## src/rtl/uart_transmitter.sv

```systemverilog
// Framed serial transmitter: a small message FIFO feeds a START/DATA/STOP/GAP
// sequencer that drives a registered, idle-low serial line.
module uart_transmitter #(
    parameter int unsigned MSG_W      = 20,
    parameter int unsigned BIT_CLKS   = 8,
    parameter int unsigned FIFO_DEPTH = 4,
    parameter int unsigned GAP_BITS   = 1
) (
    input  logic             clock,
    input  logic             reset_n,
    input  logic [MSG_W-1:0] msgIn,
    input  logic             msgValid,
    output logic             msgReady,
    output logic             serialOut,
    output logic             busy,
    output logic             frameDone,
    output logic [2:0]       dbg_state
);

    localparam int unsigned PW   = (FIFO_DEPTH > 1) ? $clog2(FIFO_DEPTH) : 1;
    localparam int unsigned CNTW = $clog2(FIFO_DEPTH) + 1;
    localparam int unsigned CW   = (BIT_CLKS > 1) ? $clog2(BIT_CLKS) : 1;
    localparam int unsigned BMAX = (MSG_W > GAP_BITS) ? MSG_W : GAP_BITS;
    localparam int unsigned BW   = $clog2(BMAX + 1);

    localparam logic [CNTW-1:0] FULL      = CNTW'(FIFO_DEPTH);
    localparam logic [CW-1:0]   CLK_LAST  = CW'(BIT_CLKS - 1);
    localparam logic [BW-1:0]   DATA_LAST = BW'(MSG_W - 1);
    localparam logic [BW-1:0]   GAP_LAST  = BW'(GAP_BITS - 1);

    typedef enum logic [2:0] {
        S_IDLE  = 3'd0,
        S_START = 3'd1,
        S_DATA  = 3'd2,
        S_STOP  = 3'd3,
        S_GAP   = 3'd4
    } state_t;

    // Handshake: a message transfers on any rising edge where msgValid and
    // msgReady are both high; msgReady does not depend on msgValid.
    state_t            state, state_nxt;
    logic [MSG_W-1:0]  mem [FIFO_DEPTH];
    logic [PW-1:0]     wr_ptr, rd_ptr;
    logic [CNTW-1:0]   count, count_nxt;
    logic [CW-1:0]     clk_cnt;
    logic [BW-1:0]     bit_cnt;
    logic [MSG_W+1:0]  shift;
    logic              push, pop, bit_wrap;
    logic              line_nxt, done_nxt;

    assign push      = msgValid && msgReady;
    assign pop       = (state == S_IDLE) && (count != '0);
    assign bit_wrap  = (clk_cnt == CLK_LAST);
    assign dbg_state = state;

    always_comb begin
        count_nxt = count;
        if (push && !pop) begin
            count_nxt = count + 1'b1;
        end else if (!push && pop) begin
            count_nxt = count - 1'b1;
        end
    end

    always_ff @(posedge clock) begin
        if (push) begin
            mem[wr_ptr] <= msgIn;
        end
    end

    always_ff @(posedge clock or negedge reset_n) begin
        if (!reset_n) begin
            wr_ptr <= '0;
            rd_ptr <= '0;
            count  <= '0;
        end else begin
            if (push) wr_ptr <= wr_ptr + 1'b1;
            if (pop)  rd_ptr <= rd_ptr + 1'b1;
            count <= count_nxt;
        end
    end

    always_ff @(posedge clock or negedge reset_n) begin
        if (!reset_n) begin
            state <= S_IDLE;
        end else begin
            state <= state_nxt;
        end
    end

    // The shift register MSB is the line level for START, DATA and STOP.
    always_comb begin
        state_nxt = state;
        line_nxt  = 1'b0;
        done_nxt  = 1'b0;
        case (state)
            S_IDLE: begin
                if (pop) state_nxt = S_START;
            end
            S_START: begin
                line_nxt = shift[MSG_W+1];
                if (bit_wrap) state_nxt = S_DATA;
            end
            S_DATA: begin
                line_nxt = shift[MSG_W+1];
                if (bit_wrap && (bit_cnt == DATA_LAST)) state_nxt = S_STOP;
            end
            S_STOP: begin
                line_nxt = shift[MSG_W+1];
                if (bit_wrap) state_nxt = S_GAP;
            end
            S_GAP: begin
                if (bit_wrap && (bit_cnt == GAP_LAST)) begin
                    state_nxt = S_IDLE;
                    done_nxt  = 1'b1;
                end
            end
            default: state_nxt = S_IDLE;
        endcase
    end

    // bit_cnt restarts at every phase change so it indexes data bits or gap bits.
    always_ff @(posedge clock or negedge reset_n) begin
        if (!reset_n) begin
            clk_cnt <= '0;
            bit_cnt <= '0;
            shift   <= '0;
        end else if (state == S_IDLE) begin
            clk_cnt <= '0;
            bit_cnt <= '0;
            if (pop) shift <= {1'b1, mem[rd_ptr], 1'b0};
        end else begin
            clk_cnt <= bit_wrap ? '0 : clk_cnt + 1'b1;
            if (bit_wrap) begin
                shift   <= {shift[MSG_W:0], 1'b0};
                bit_cnt <= (state_nxt != state) ? '0 : bit_cnt + 1'b1;
            end
        end
    end

    always_ff @(posedge clock or negedge reset_n) begin
        if (!reset_n) begin
            serialOut <= 1'b0;
            frameDone <= 1'b0;
            busy      <= 1'b0;
            msgReady  <= 1'b0;
        end else begin
            serialOut <= line_nxt;
            frameDone <= done_nxt;
            busy      <= (state_nxt != S_IDLE) || (count_nxt != '0);
            msgReady  <= (count_nxt != FULL);
        end
    end

endmodule

```

## config.mk

```make
export PLATFORM = sky130hd
export DESIGN_NAME = uart_transmitter
export DESIGN_NICKNAME = d
export VERILOG_FILES = /design/src/rtl/uart_transmitter.sv
export SDC_FILE = /design/constraint.sdc
export NUM_CORES = 1
export LEC_CHECK = 0
export BUFFER_PORTS_ARGS = -buffer_cell sky130_fd_sc_hd__buf_4
export CORE_ASPECT_RATIO = 1.5
export CORE_UTILIZATION = 50
export DETAILED_ROUTE_END_ITERATION = 16
export HOLD_SLACK_MARGIN = 0.15
export PLACE_DENSITY_LB_ADDON = 0.2
export SLEW_MARGIN = 20
export SYNTH_ARGS = -nofsm -noshare
export SYNTH_HDL_FRONTEND = slang
export SYNTH_SLANG_ARGS = --single-unit
```

## constraint.sdc

```tcl
create_clock -name clock -period 2.73 [get_ports clock]
set_input_delay 0.6825 -clock clock [delete_from_list [all_inputs] [get_ports clock]]
set_output_delay 0.6825 -clock clock [all_outputs]
set_load 0.1 [all_outputs]
```

==> flow_results.xml, run 1 <==
<?xml version="1.0" encoding="UTF-8"?>
<metrics>
  <group name="yosys">
    <metric name="synth_seq_area_share" unit="%">70.27</metric>
    <metric name="synth_fp_nets" unit="">346</metric>
    <metric name="yosys_register_bits" unit="">123</metric>
    <metric name="postSynth.asyncResetShare" unit="%">34.96</metric>
    <metric name="yosys.cell_types.count" unit="">38</metric>
    <metric name="synth.area.top_cells" unit="">sky130_fd_sc_hd__edfxtp_1 49%, sky130_fd_sc_hd__dfrtp_1 22%, sky130_fd_sc_hd__mux4_2 9.1%, sky130_fd_sc_hd__nor2_1 3.3%, sky130_fd_sc_hd__ha_1 2.8%</metric>
    <metric name="syn_area_per_cell" unit="sq um">15.86</metric>
    <metric name="synth_top_area_cell" unit="">sky130_fd_sc_hd__edfxtp_1</metric>
    <metric name="ys_dominant_reg_cell" unit="">sky130_fd_sc_hd__edfxtp_1</metric>
    <metric name="postSynthCellCount" unit="">312</metric>
    <metric name="mappedNetlistArea" unit="sq um">4950</metric>
    <metric name="ys_warn_count" unit="">0</metric>
    <metric name="synthDominantCellAreaShare" unit="%">48.53</metric>
    <metric name="synth-edff-count" unit="">80</metric>
  </group>
  <group name="clock_network">
    <metric name="clock_tree.root_cell" unit="">sky130_fd_sc_hd__clkbuf_16</metric>
    <metric name="cts_buffers" unit="">17</metric>
    <metric name="clock_path_buffers" unit="">2</metric>
    <metric name="path_clk_slew" unit="ps">50</metric>
    <metric name="tritoncts_clock_tree" unit="">done</metric>
    <metric name="cts_repair_resize_count" unit="">0</metric>
    <metric name="cts.repair_timing.setup_buffer_count" unit="">0</metric>
    <metric name="insertion_delay" unit="ps">400</metric>
    <metric name="htree_num_levels" unit="">4</metric>
    <metric name="cts.sink_count" unit="">123</metric>
    <metric name="hold_buffers" unit="">0</metric>
  </group>
  <group name="timing">
    <metric name="hold_viol_final" unit="">0</metric>
    <metric name="slew-limit-headroom" unit="%">41.68</metric>
    <metric name="tightestPinTransition" unit="ps">868.1</metric>
    <metric name="clock.fmax" unit="MHz">400.3</metric>
    <metric name="clock_skews" unit="ps">5.675</metric>
    <metric name="final_max_slew_viol_count" unit="">0</metric>
    <metric name="finalCritPeriodShare" unit="%">91.50</metric>
    <metric name="period_needed" unit="ps">2498</metric>
    <metric name="total_negative_setup_slacks" unit="ps">0</metric>
    <metric name="setup_viol" unit="">0</metric>
    <metric name="grt_setup_unrepaired" unit="">no</metric>
  </group>
  <group name="critical_path">
    <metric name="critical_path.startpoint_type" unit="">flip-flop</metric>
    <metric name="worst-r2r-setup-slack" unit="ps">230</metric>
    <metric name="endpoint_of_the_most_critical_register_to_register_path" unit="">busy</metric>
    <metric name="worst-endpoint-arrival" unit="ps">2770</metric>
    <metric name="crit_fanout" unit="">5</metric>
    <metric name="worst_setup_path_end_kind" unit="">flip-flop</metric>
    <metric name="reg2regPathDepth" unit="">7</metric>
    <metric name="crit-reg2reg-launch" unit="">count[0]</metric>
    <metric name="critPathRequiredTime" unit="ps">3000</metric>
    <metric name="worst_setup_path_type" unit="">flip-flop to flip-flop</metric>
  </group>
  <group name="place">
    <metric name="placedInstanceArea" unit="sq um">5353</metric>
    <metric name="place.port_buffers" unit="">29</metric>
    <metric name="dp_hpwl" unit="mm">5.403</metric>
    <metric name="gp_congestion" unit="">0.7249</metric>
  </group>
  <group name="finish">
    <metric name="fin_area" unit="sq um">5961</metric>
    <metric name="antenna_cells_inserted" unit="">0</metric>
    <metric name="synthToLayoutAreaGrowth" unit="%">20.42</metric>
    <metric name="drive_gt1_share" unit="%">25.54</metric>
    <metric name="fin_nets" unit="">393</metric>
  </group>
  <group name="grt">
    <metric name="grt_start_max_net_pins" unit="">44</metric>
    <metric name="grt_pass1_vias" unit="">2830</metric>
    <metric name="groute.usage.overall" unit="%">19.20</metric>
    <metric name="antenna_found_initial" unit="">0</metric>
    <metric name="grt_remaining_overflow" unit="">0</metric>
    <metric name="global_route_wire_length_before_repair" unit="mm">14.58</metric>
  </group>
  <group name="min_path">
    <metric name="min_path_type" unit="">primary input to async pin</metric>
  </group>
  <group name="route">
    <metric name="drt_first_pass_iters" unit="">4</metric>
    <metric name="drcViolationCount" unit="">0</metric>
    <metric name="antenna_left" unit="">0</metric>
    <metric name="post_drt_via_cell_ratio" unit="">5.647</metric>
    <metric name="postRouteWirelength" unit="mm">8.714</metric>
    <metric name="dr_total_vias" unit="">2750</metric>
    <metric name="drt-wirelength-per-cell" unit="um">17.89</metric>
    <metric name="iteration_0_drc_count_of_the_detailed_router" unit="">121</metric>
  </group>
  <group name="die">
    <metric name="die_area" unit="sq um">10310</metric>
    <metric name="die_height" unit="um">123.9</metric>
    <metric name="boundaryPins" unit="">30</metric>
    <metric name="fp.dieW" unit="um">83.24</metric>
    <metric name="initial_core_util" unit="%">51.38</metric>
    <metric name="core" unit="sq um">9634</metric>
    <metric name="count_of_standard_cell_rows" unit="">44</metric>
  </group>
  <group name="pwr">
    <metric name="leakagePower" unit="nW">2.357</metric>
    <metric name="cell_area_power_density" unit="nW/um^2">896.4</metric>
    <metric name="vdd_drop_max" unit="mV">0.4951</metric>
  </group>
  <group name="flow_run">
    <metric name="number_of_maximum_capacitance_constraint_violations" unit="">0</metric>
  </group>
  <group name="outcome">
    <metric name="run_status" unit="">finished clean</metric>
  </group>
</metrics>
-- worst max-delay path: stages (launching register included) --
cell and delay (ps):
sky130_fd_sc_hd__dfrtp_1 410, sky130_fd_sc_hd__inv_1 80, sky130_fd_sc_hd__ha_1 200, sky130_fd_sc_hd__ha_1 210, sky130_fd_sc_hd__or4_1 670, sky130_fd_sc_hd__xnor2_4 250
sky130_fd_sc_hd__a211oi_1 90, sky130_fd_sc_hd__or4_1 470
-- power by group --
group | internal, mW | switching [mW]
Sequential | 2.32 | 0.0985
Clock | 1.52 | 0.751
Combinational | 0.259 | 0.402
-- cells in the mapped netlist, types with 2 or more instances --
library cell and count:
sky130_fd_sc_hd__nor3_1 4, sky130_fd_sc_hd__dfrtp_1 43, sky130_fd_sc_hd__buf_2 4, sky130_fd_sc_hd__inv_1 7
sky130_fd_sc_hd__a211oi_1 5, sky130_fd_sc_hd__nand4b_1 2, sky130_fd_sc_hd__or4_1 2, sky130_fd_sc_hd__nand2_1 12
sky130_fd_sc_hd__xor2_1 3, sky130_fd_sc_hd__and3_1 5, sky130_fd_sc_hd__clkbuf_1 9, sky130_fd_sc_hd__xnor2_1 5
sky130_fd_sc_hd__a21oi_1 4, sky130_fd_sc_hd__nor2b_1 4, sky130_fd_sc_hd__nand3_1 4, sky130_fd_sc_hd__mux4_2 20
sky130_fd_sc_hd__o31ai_1 2, sky130_fd_sc_hd__nand4_1 3, sky130_fd_sc_hd__edfxtp_1 80, sky130_fd_sc_hd__nor2_1 44
sky130_fd_sc_hd__o211ai_1 2, sky130_fd_sc_hd__o22ai_1 19, sky130_fd_sc_hd__mux2i_1 2, sky130_fd_sc_hd__nand2b_1 3
sky130_fd_sc_hd__ha_1 11
-- through the flow --
stage / hold WS [ps] / setup WS (ps) / std cells / power (mW) / utilization (%)
6_report: 268.1 / 232.2 / 487 / 5.343 / 61.87
2_1_floorplan: 386.9 / 268.5 / 312 / 2.869 / -
3_5_place_dp: 438.6 / 227.4 / 455 / 3.133 / 55.56
4_1_cts: 277.0 / 214.1 / 487 / 5.426 / 61.87
3_3_place_gp: 427.5 / 273.3 / 455 / 3.094 / 55.56
5_1_grt: 307.4 / 77.70 / 487 / 5.563 / 61.87
-- per-layer routing --
layer	share of wire, %	GRT usage, %
met3	4.0	5.235
met2	54	33.97
met1	40	22.10
met5	0	0
met4	1.4	8.082
-- kinds of logic after synthesis --
kind of cell	after synthesis	synth area share, %
flip-flops	123	70.27
AND/OR/NAND/NOR	89	8.645
AO/OA/AOI/OAI	36	4.828
multiplexers	23	9.732
buffers and inverters	21	1.770
adder cells (fa/ha/maj)	11	2.781
XOR/XNOR	9	1.972
-- sequential cells by signal (all words and copies together) (netlist names) --
| name | cells |
|---|---|
| wr_ptr | 2 |
| rd_ptr | 2 |
| frameDone | 1 |
| count | 3 |
| msgReady | 1 |
| dbg_state | 3 |
| serialOut | 1 |
| busy | 1 |
| mem | 80 |
| shift | 21 |
| bit_cnt | 5 |
| clk_cnt | 3 |
-- cell usage in the layout, fill, tap and decap left out, types with 2 or more instances in the layout --
cell                         instances
sky130_fd_sc_hd__nor2_1             44
sky130_fd_sc_hd__inv_1               7
sky130_fd_sc_hd__xnor2_1             5
sky130_fd_sc_hd__clkinvlp_4          3
sky130_fd_sc_hd__and3_1              5
sky130_fd_sc_hd__edfxtp_1           80
sky130_fd_sc_hd__xor2_1              3
sky130_fd_sc_hd__buf_4              42
sky130_fd_sc_hd__a21oi_1             4
sky130_fd_sc_hd__clkinv_2            4
sky130_fd_sc_hd__mux4_2             20
sky130_fd_sc_hd__ha_1               11
sky130_fd_sc_hd__o22ai_1            19
sky130_fd_sc_hd__nor2b_1             4
sky130_fd_sc_hd__or4_1               2
sky130_fd_sc_hd__nand3_1             4
sky130_fd_sc_hd__nor3_1              4
sky130_fd_sc_hd__mux2i_1             2
sky130_fd_sc_hd__bufinv_16           4
sky130_fd_sc_hd__clkbuf_16          17
sky130_fd_sc_hd__nand2_1            12
sky130_fd_sc_hd__dfrtp_1            43
sky130_fd_sc_hd__a211oi_1            5
sky130_fd_sc_hd__clkbuf_1            2
sky130_fd_sc_hd__nand4b_1            2
sky130_fd_sc_hd__o211ai_1            2
sky130_fd_sc_hd__nand2b_1            3
sky130_fd_sc_hd__nand4_1             3
-- area by class of cell --
| cell class | count | area (sq um) |
|---|---|---|
| inverter | 7 | 26.28 |
| multi-input combinational | 168 | 1389 |
| clock buffer | 19 | 432.9 |
| clock inverter | 13 | 175.2 |
| fill | 671 | 3674 |
| timing repair buffer | 42 | 315.3 |
| tap | 115 | 143.9 |
| sequential | 123 | 3478 |
-- how the worst max path moves through the flow --
stage	start	to	slack, ps	cells past startpoint
6_report	count[0]	busy	230	7
5_1_grt	count[0]	shift[15]	80	9
4_1_cts	count[0]	busy	210	7
3_5_place_dp	count[0]	busy	230	7
3_3_place_gp	count[0]	busy	270	7
2_1_floorplan	msgReady	busy	270	4
Power figures use the tool's default switching activity.
==> inputs of run 2 (changes only) <==
--- a/config.mk
+++ b/config.mk
@@ -9,8 +9,8 @@
 export CORE_ASPECT_RATIO = 1.5
 export CORE_UTILIZATION = 50
 export DETAILED_ROUTE_END_ITERATION = 16
-export HOLD_SLACK_MARGIN = 0.15
-export PLACE_DENSITY_LB_ADDON = 0.2
+export HOLD_SLACK_MARGIN = 0.02
+export PLACE_DENSITY = 0.68
 export SLEW_MARGIN = 20
 export SYNTH_ARGS = -nofsm -noshare
 export SYNTH_HDL_FRONTEND = slang
==> flow_results.xml, run 2 (synthesis results as in run 1) <==
<?xml version="1.0" encoding="UTF-8"?>
<metrics>
  <group name="outcome">
    <metric name="run_status" unit="">finished clean</metric>
  </group>
  <group name="flow_run">
    <metric name="number_of_maximum_capacitance_constraint_violations" unit="">0</metric>
  </group>
  <group name="route">
    <metric name="drt-wirelength-per-cell" unit="um">18.37</metric>
    <metric name="drcViolationCount" unit="">0</metric>
    <metric name="postRouteWirelength" unit="mm">8.948</metric>
    <metric name="post_drt_via_cell_ratio" unit="">5.789</metric>
    <metric name="iteration_0_drc_count_of_the_detailed_router" unit="">136</metric>
    <metric name="antenna_left" unit="">0</metric>
    <metric name="drt_first_pass_iters" unit="">4</metric>
    <metric name="dr_total_vias" unit="">2819</metric>
  </group>
  <group name="finish">
    <metric name="mostFrequentLayoutCells" unit="">80 x sky130_fd_sc_hd__edfxtp_1, 44 x sky130_fd_sc_hd__nor2_1, 43 x sky130_fd_sc_hd__dfrtp_1, 42 x sky130_fd_sc_hd__buf_4, 20 x sky130_fd_sc_hd__mux4_2</metric>
    <metric name="mostFrequentLayoutCell" unit="">sky130_fd_sc_hd__edfxtp_1</metric>
    <metric name="regMostFlops" unit="">mem</metric>
    <metric name="fin_nets" unit="">393</metric>
    <metric name="largest_register_ff_count" unit="">80</metric>
    <metric name="antenna_cells_inserted" unit="">0</metric>
    <metric name="drive_gt1_share" unit="%">26.08</metric>
    <metric name="largest_registers" unit="">mem x80, shift x21, bit_cnt x5</metric>
    <metric name="post-route-util" unit="%">62.04</metric>
    <metric name="synthToLayoutAreaGrowth" unit="%">20.75</metric>
  </group>
  <group name="die">
    <metric name="initial_core_util" unit="%">51.38</metric>
    <metric name="die_height" unit="um">123.9</metric>
    <metric name="core" unit="sq um">9634</metric>
    <metric name="die_area" unit="sq um">10310</metric>
    <metric name="boundaryPins" unit="">30</metric>
    <metric name="count_of_standard_cell_rows" unit="">44</metric>
    <metric name="fp.dieW" unit="um">83.24</metric>
  </group>
  <group name="clock_network">
    <metric name="tritoncts_clock_tree" unit="">done</metric>
    <metric name="htree_num_levels" unit="">4</metric>
    <metric name="cts.sink_count" unit="">123</metric>
    <metric name="cts_repair_resize_count" unit="">0</metric>
    <metric name="insertion_delay" unit="ps">420</metric>
    <metric name="path_clk_slew" unit="ps">60</metric>
    <metric name="clock_path_buffers" unit="">2</metric>
    <metric name="hold_buffers" unit="">0</metric>
    <metric name="cts.repair_timing.setup_buffer_count" unit="">0</metric>
    <metric name="cts_buffers" unit="">17</metric>
    <metric name="clock_tree.root_cell" unit="">sky130_fd_sc_hd__clkbuf_16</metric>
  </group>
  <group name="pwr">
    <metric name="cell_area_power_density" unit="nW/um^2">905.9</metric>
    <metric name="leakagePower" unit="nW">2.359</metric>
    <metric name="switching_share_of_total_power" unit="%">24.31</metric>
    <metric name="clockPowerShare" unit="%">43.2</metric>
    <metric name="vdd_drop_max" unit="mV">0.6504</metric>
    <metric name="total_switching_power" unit="mW">1.316</metric>
    <metric name="p_int" unit="mW">4.098</metric>
    <metric name="sequentialPowerShare" unit="%">44.6</metric>
    <metric name="logic_pwr_share" unit="%">12.2</metric>
  </group>
  <group name="critical_path">
    <metric name="endpoint_of_the_most_critical_register_to_register_path" unit="">busy</metric>
    <metric name="critical_path.startpoint_type" unit="">flip-flop</metric>
    <metric name="critPathRequiredTime" unit="ps">3020</metric>
    <metric name="worst_setup_path_end_kind" unit="">flip-flop</metric>
    <metric name="crit_fanout" unit="">5</metric>
    <metric name="reg2regPathDepth" unit="">7</metric>
    <metric name="worst-endpoint-arrival" unit="ps">2790</metric>
    <metric name="crit_start" unit="">count[0]</metric>
    <metric name="crit-reg2reg-launch" unit="">count[0]</metric>
    <metric name="worst-r2r-setup-slack" unit="ps">220</metric>
    <metric name="worst_setup_path_type" unit="">flip-flop to flip-flop</metric>
    <metric name="timing.critical_path.to" unit="">busy</metric>
  </group>
  <group name="timing">
    <metric name="tightestPinTransition" unit="ps">967.1</metric>
    <metric name="setup_viol" unit="">0</metric>
    <metric name="period_needed" unit="ps">2506</metric>
    <metric name="clock.fmax" unit="MHz">399.0</metric>
    <metric name="hold_viol_final" unit="">0</metric>
    <metric name="final_max_slew_viol_count" unit="">0</metric>
    <metric name="slew-limit-headroom" unit="%">35.03</metric>
    <metric name="clock_skews" unit="ps">4.892</metric>
    <metric name="grt_setup_unrepaired" unit="">no</metric>
    <metric name="total_negative_setup_slacks" unit="ps">0</metric>
    <metric name="finalCritPeriodShare" unit="%">91.80</metric>
  </group>
  <group name="grt">
    <metric name="antenna_found_initial" unit="">0</metric>
    <metric name="grt_remaining_overflow" unit="">0</metric>
    <metric name="global_route_wire_length_before_repair" unit="mm">14.75</metric>
    <metric name="groute.usage.overall" unit="%">19.58</metric>
    <metric name="grt_start_max_net_pins" unit="">44</metric>
    <metric name="grt_pass1_vias" unit="">2932</metric>
  </group>
  <group name="place">
    <metric name="gp_congestion" unit="">0.7847</metric>
    <metric name="place.port_buffers" unit="">29</metric>
    <metric name="dp_hpwl" unit="mm">5.335</metric>
  </group>
  <group name="min_path">
    <metric name="min_path_type" unit="">primary input to async pin</metric>
  </group>
</metrics>
## run 2: layout make-up
type	count	area (sq um)
multi-input combinational	168	1389
timing repair buffer	42	315.3
inverter	7	26.28
fill	713	3657
clock inverter	15	198.9
sequential	123	3478
tap	115	143.9
clock buffer	17	425.4
## run 2: worst min-delay path by stage
stage               slack (ps)    endpoint
finish                     260    msgReady
global route               290    msgReady
CTS                        270    msgReady
detailed placement         440  clk_cnt[0]
global placement           430  clk_cnt[0]
floorplan                  390  bit_cnt[0]
## run 2: critical path, stage by stage (launching register included)
cell and delay, ps:
sky130_fd_sc_hd__dfrtp_1 420, sky130_fd_sc_hd__inv_1 80, sky130_fd_sc_hd__ha_1 200, sky130_fd_sc_hd__ha_1 210, sky130_fd_sc_hd__or4_1 670, sky130_fd_sc_hd__xnor2_4 240
sky130_fd_sc_hd__a211oi_1 100, sky130_fd_sc_hd__or4_1 470
## run 2: routing by layer
layer / wire, um / GRT usage, % / share of wire [%] / up-vias
met5: 0 / 0 / 0 / -
met4: 244 / 10.99 / 2.7 / 0
met2: 4772 / 34.78 / 53 / 82
li1: - / - / - / 1283
met1: 3521 / 21.61 / 39 / 1435
met3: 409 / 4.838 / 4.6 / 19
## run 2: power groups by stage
stage	Sequential [mW]	Clock, mW	Combinational, mW
2_1_floorplan	2.47	0	0.400
3_3_place_gp	2.43	0	0.659
3_5_place_dp	2.45	0	0.675
4_1_cts	2.42	2.36	0.675
5_1_grt	2.45	2.45	0.729
6_report	2.41	2.34	0.662
## run 2: metrics by stage
step           instances  hold slack [ps]  cell area (sq um)  setup slack (ps)  power (mW)
2_1_floorplan        312            386.9               4950             268.5       2.869
3_3_place_gp         455            426.8               5353             275.9       3.088
3_5_place_dp         455            439.0               5353             235.8       3.123
4_1_cts              487            268.1               5977             218.9       5.457
5_1_grt              487            289.4               5977             97.04       5.625
6_report             487            255.8               5977             223.8       5.414
